### config.mk
export PLATFORM = sky130hd
export DESIGN_NAME = calurom
export DESIGN_NICKNAME = d
export VERILOG_FILES = /design/src/rtl/calurom.sv
export SDC_FILE = /design/constraint.sdc
export NUM_CORES = 1
export LEC_CHECK = 0
export ABC_AREA = 1
export BUFFER_PORTS_ARGS = -buffer_cell sky130_fd_sc_hd__buf_2
export CORE_UTILIZATION = 25
export DETAILED_ROUTE_END_ITERATION = 10
export PLACE_DENSITY = 0.44
export SLEW_MARGIN = 10
export SYNTH_ARGS = -nofsm -noshare
export SYNTH_HDL_FRONTEND = slang
export SYNTH_SLANG_ARGS = --single-unit
### constraint.sdc
create_clock -name clk -period 3 [get_ports clk]
set_clock_uncertainty 0.2 [all_clocks]
set_input_delay 0.75 -clock clk [delete_from_list [all_inputs] [get_ports clk]]
set_output_delay 0.75 -clock clk [all_outputs]
set_load 0.005 [all_outputs]
### src/rtl/calurom.sv
// Combined ALU and 16-entry result store. Each cycle either computes and stores
// the result at sel (rc=0) or reads back the entry at sel (rc=1). The result is registered.
module calurom #(
  parameter int unsigned WIDTH = 8
) (
  input  logic             clk,
  input  logic             rst,
  input  logic [WIDTH-1:0] a,
  input  logic [WIDTH-1:0] b,
  input  logic [3:0]       sel,
  input  logic             rc,
  output logic [WIDTH-1:0] out
);

  localparam int unsigned DEPTH = 16;

  logic [WIDTH-1:0] mem_q [DEPTH];
  logic [WIDTH-1:0] out_q;
  logic [WIDTH-1:0] out_d;
  logic [WIDTH-1:0] alu_c;

  // Combinational ALU; every result is truncated to WIDTH bits.
  always_comb begin
    alu_c = '0;
    unique case (sel)
      4'd0:  alu_c = a + b;
      4'd1:  alu_c = a - b;
      4'd2:  alu_c = a & b;
      4'd3:  alu_c = a | b;
      4'd4:  alu_c = a ^ b;
      4'd5:  alu_c = ~(a & b);
      4'd6:  alu_c = ~(a | b);
      4'd7:  alu_c = ~(a ^ b);
      4'd8:  alu_c = ~a;
      4'd9:  alu_c = a << 1;
      4'd10: alu_c = a >> 1;
      4'd11: alu_c = {a[WIDTH-2:0], a[WIDTH-1]};
      4'd12: alu_c = {a[0], a[WIDTH-1:1]};
      4'd13: alu_c = a + WIDTH'(1);
      4'd14: alu_c = a - WIDTH'(1);
      4'd15: alu_c = WIDTH'(a > b);
      default: alu_c = '0;
    endcase
  end

  // A read returns the entry as it stood before this edge.
  always_comb begin
    out_d = alu_c;
    if (rc) out_d = mem_q[sel];
  end

  always_ff @(posedge clk) begin
    if (rst) begin
      out_q <= '0;
      mem_q <= '{default: '0};
    end else begin
      out_q <= out_d;
      if (!rc) mem_q[sel] <= alu_c;
    end
  end

  assign out = out_q;

endmodule

==> results.txt <==
- TritonCTS built the clock tree.
- The run finished with clean final reports.
* Clock Root Buffer: sky130_fd_sc_hd__clkbuf_16
- STA classifies the critical path startpoint as a primary input.
- The total overflow left after global routing is 0.
- After synthesis the cells add up to 7610 sq um.
* I/O pin count: 31
- Largest stage delay on the critical path: 360 ps
- Final period util: 0.951
- In this run the critical register-to-register path is launched from mem_q[66].
- The floorplan step defined a die boundary enclosing around 31000 sq um.
* CTS max path bufs: 2
- Cell leakage power: around 0.0045 uW
- Buffer and inverter count on the worst path: 6
- Register-to-Register Path Depth: 8
- The finished cells cover 9700 sq um.
- Worst-case headroom to the max-slew limit: 0.463
- Area of the core: 29800 sq um
- Worst-path cell with the longest stage delay: sky130_fd_sc_hd__ha_1
- Pre-Repair DR Iteration Count: 5
* Post-synthesis async set-or-reset flop share: 0
- Maximum number of pins on one net before global-route repair: between 60 and 70
- Total clock buffers created by CTS: 17
- In this run the number of H-tree levels came out at 4.
- Slew at the pin closest to its max-slew limit: 806 ps
- The critical path goes through buf_2 > clkinvlp_4 > ha_2 > inv_2 > nor2_4 > buf_4 > nor2_4 > o21ai_1 > ha_1 > a21oi_1 > nand2_1 > nand2_1 > nand2_1 > xor2_2 > o21ai_2 > buf_6 > clkbuf_16 > a21oi_1.
* Cell with the most instances on the worst path: sky130_fd_sc_hd__nand2_1
- The detailed router placed 7714 vias in this run.
* Global-route usage over all layers: 0.181
- Buffers inserted to repair hold after CTS numbered 0.
- Signed area change from the synthesized netlist to the final layout: 27.5%
- Post-synthesis net count: 1168
- First element of the critical path: b[1]
- Clock-pin slew was measured on the worst setup and hold paths at 60 ps.
* Worst Setup End Kind: flop
* Worst Hold Slack: 246 ps
- Sequential cell area fraction in the yosys report: 0.358
- Once placement finished, the instance area stood at 9030 sq um.
- At the end of routability-driven placement, the weighted congestion stood at between 0.8 and 0.9.
- Later-pin clock latency in the skew report: 430 ps
- Horizontal die dimension: 176 um
- During synthesis, Yosys emitted a total of 0 warnings.
- Crit. path cell count: 18
* Setup violations, final: 0
- Arrival @ worst endpoint: 2960 ps
- Port buffering added 30 buffers.
* Routed WL: approximately 27 mm
* Post-DP HPWL: slightly below 20 mm
- Dividing the detail-routed wire length by the instance count gives 16.8 um.
- The final layout contains around 1300 nets.
* Worst setup slack after layout: 146 ps
- In the routed design, unresolved DRC markers number 0.
* Vias in the first global route: ~7600
- The first routing iteration left 632 violations.
- Dividing the detail-routed via count by the number of cells gives 4.73.
- After synthesis the netlist holds a flip-flop and latch count of about 140.
- The worst hold path begins at mem_q[3].
* Number of antenna violations at the first check in global routing: 0
- The worst-case IR drop observed on VDD is 0.354 mV.
- 0 antenna diodes ended up in the layout.
- Antenna-violating nets left: 0
- Number of rows in the core area: 63
- Worst-case setup slack after placement: -302 ps
- Final critical path time including I/O delays and setup: 2850 ps
* Syn Area/Cell: 6.85 sq um
- In this run the worst path has a maximum fanout of 8.
- Vertical die dimension: 176 um
- The worst hold path was traced through 2 stages.
- The hold violation total from the final report was 0.
- The clock drives between 100 and 150 sinks.
- Pwr/cell area: around 500 nW/um^2
* Slew Limit Fails: 0
- Achievable clock frequency: 350 MHz
- Setup repair after global routing left no endpoint under its margin.
- The netlist uses 37 different library cells.
* Number of enable-type register cells in the synthesized netlist: 0
- For this configuration, the core starts out at a cell density of 0.255.
* Worst setup path class: primary input to flop
- Dominant synthesized flop cell: sky130_fd_sc_hd__dfxtp_1
* Wire length of the first global-routing pass: 42.8 mm
* Number of standard cells after synthesis: 1111
- Among cell families on the critical path, the largest total delay comes from buffers and inverters.
- Fraction of layout instances using a drive strength above 1: 0.185
* Max_cap viols: 0
* WP data required: 3110 ps
- Final core utilization: 0.326
* Worst min-delay path category: flop to flop
==> path summary, 6_finish.rpt <==
kind	end	slack [ps]
setup / recovery	mem_q[93]	150
setup reg to reg	out[2]	1400
hold reg to reg	mem_q[3]	250
hold / removal	mem_q[3]	250
==> cells in the final DEF, fill, tap and decap left out, types with 3 or more instances in the layout <==
cell	synthesis	routed
sky130_fd_sc_hd__a21oi_1	136	134
sky130_fd_sc_hd__a22oi_1	36	36
sky130_fd_sc_hd__buf_12	0	10
sky130_fd_sc_hd__buf_2	12	30
sky130_fd_sc_hd__buf_4	6	112
sky130_fd_sc_hd__clkbuf_16	0	18
sky130_fd_sc_hd__clkinv_2	0	3
sky130_fd_sc_hd__clkinv_4	0	3
sky130_fd_sc_hd__clkinvlp_4	0	4
sky130_fd_sc_hd__dfxtp_1	136	136
sky130_fd_sc_hd__ha_1	32	31
sky130_fd_sc_hd__inv_1	178	176
sky130_fd_sc_hd__inv_2	14	15
sky130_fd_sc_hd__inv_6	0	3
sky130_fd_sc_hd__nand2_1	165	164
sky130_fd_sc_hd__nand2_2	6	7
sky130_fd_sc_hd__nand3_1	70	70
sky130_fd_sc_hd__nand4_1	13	13
sky130_fd_sc_hd__nor2_1	65	62
sky130_fd_sc_hd__nor2_2	7	6
sky130_fd_sc_hd__nor2_4	0	4
sky130_fd_sc_hd__nor3_1	7	7
sky130_fd_sc_hd__nor3b_1	3	3
sky130_fd_sc_hd__o211ai_1	3	3
sky130_fd_sc_hd__o21a_1	3	3
sky130_fd_sc_hd__o21ai_0	95	90
sky130_fd_sc_hd__o21ai_1	17	22
sky130_fd_sc_hd__o221ai_1	5	5
sky130_fd_sc_hd__o22ai_1	39	39
sky130_fd_sc_hd__xor2_1	6	5
==> routing by layer <==
metal,global-route usage,wire (um)
met1,0.253,13600
met2,0.285,12200
met3,0.0291,1150
met4,0.0489,447
met5,0,0
==> registers in the layout, indices dropped and copies added, names as in the netlist <==
signal and flops:
mem_q 128, out 8
==> per-stage QoR <==
step	cells	TNS (ps)	total power (uW)
floorplan	1111	0	2360
global placement	1594	-20980	2790
detailed placement	1594	-20640	2790
CTS	1626	0	4890
global route	1630	0	5100
finish	1630	0	4880
==> synthesized netlist by cell type (2+ instances only) <==
cell type / instances / area share
sky130_fd_sc_hd__nand2_2: 6 / 0.0049
sky130_fd_sc_hd__o21ai_0: 95 / 0.063
sky130_fd_sc_hd__nand3_1: 70 / 0.046
sky130_fd_sc_hd__nor2_2: 7 / 0.0058
sky130_fd_sc_hd__fa_1: 2 / 0.0053
sky130_fd_sc_hd__nor2_1: 65 / 0.032
sky130_fd_sc_hd__nor3_1: 7 / 0.0046
sky130_fd_sc_hd__nor3_4: 2 / 0.0043
sky130_fd_sc_hd__nand3b_1: 2 / 0.0020
sky130_fd_sc_hd__a22oi_1: 36 / 0.036
sky130_fd_sc_hd__o22ai_1: 39 / 0.032
sky130_fd_sc_hd__o21ai_2: 2 / 0.0023
sky130_fd_sc_hd__o2111ai_1: 2 / 0.0023
sky130_fd_sc_hd__clkbuf_1: 37 / 0.018
sky130_fd_sc_hd__xor2_1: 6 / 0.0069
sky130_fd_sc_hd__a21oi_1: 136 / 0.089
sky130_fd_sc_hd__nor3b_1: 3 / 0.0030
sky130_fd_sc_hd__o21ai_1: 17 / 0.011
sky130_fd_sc_hd__dfxtp_1: 136 / 0.36
sky130_fd_sc_hd__or2_2: 2 / 0.0016
sky130_fd_sc_hd__inv_2: 14 / 0.0069
sky130_fd_sc_hd__o211ai_1: 3 / 0.0030
sky130_fd_sc_hd__o221ai_1: 5 / 0.0058
sky130_fd_sc_hd__o21a_1: 3 / 0.0030
sky130_fd_sc_hd__nand2_1: 165 / 0.081
sky130_fd_sc_hd__inv_1: 178 / 0.088
sky130_fd_sc_hd__buf_2: 12 / 0.0079
sky130_fd_sc_hd__buf_1: 2 / 0.00099
sky130_fd_sc_hd__ha_1: 32 / 0.053
sky130_fd_sc_hd__buf_4: 6 / 0.0059
sky130_fd_sc_hd__nand4_1: 13 / 0.011
==> area by class of cell <==
| type | count | area, sq um |
|---|---|---|
| fill | 3227 | 20100 |
| multi-input combinational | 725 | 3960 |
| sequential | 136 | 2720 |
| timing repair buffer | 154 | 1230 |
| inverter | 193 | 728 |
| tap | 390 | 488 |
| clock buffer | 18 | 429 |
| clock inverter | 14 | 150 |
==> report_power, final <==
group	switching (uW)	leakage, uW	internal (uW)
Combinational	561	0.00311	369
Clock	854	0.000277	1230
Sequential	15.4	0.00110	1850
==> tightest hold or removal path, stage by stage, from the launching register on <==
cell and delay, ps:
sky130_fd_sc_hd__dfxtp_1 300, sky130_fd_sc_hd__inv_1 60, sky130_fd_sc_hd__nor3_1 50
==> kinds of logic (layout without fill, tap and decap cells) <==
family,count (synthesis),count (layout),synth area share
xor gates and xnor gates,7,7,0.00806
buffers and inverters,250,379,0.128
AOI/OAI and AO/OA,341,341,0.250
DFF,136,136,0.358
and+or+nand+nor,343,343,0.198
adders and majority gates,34,34,0.0579
==> what timing repair did <==
action                                  4_1_cts  5_1_grt
gates resized for setup                       0       15
endpoints found under the setup margin        0       63
buffers inserted                              0        3
Note: power is estimated with default switching activity, not from simulation.
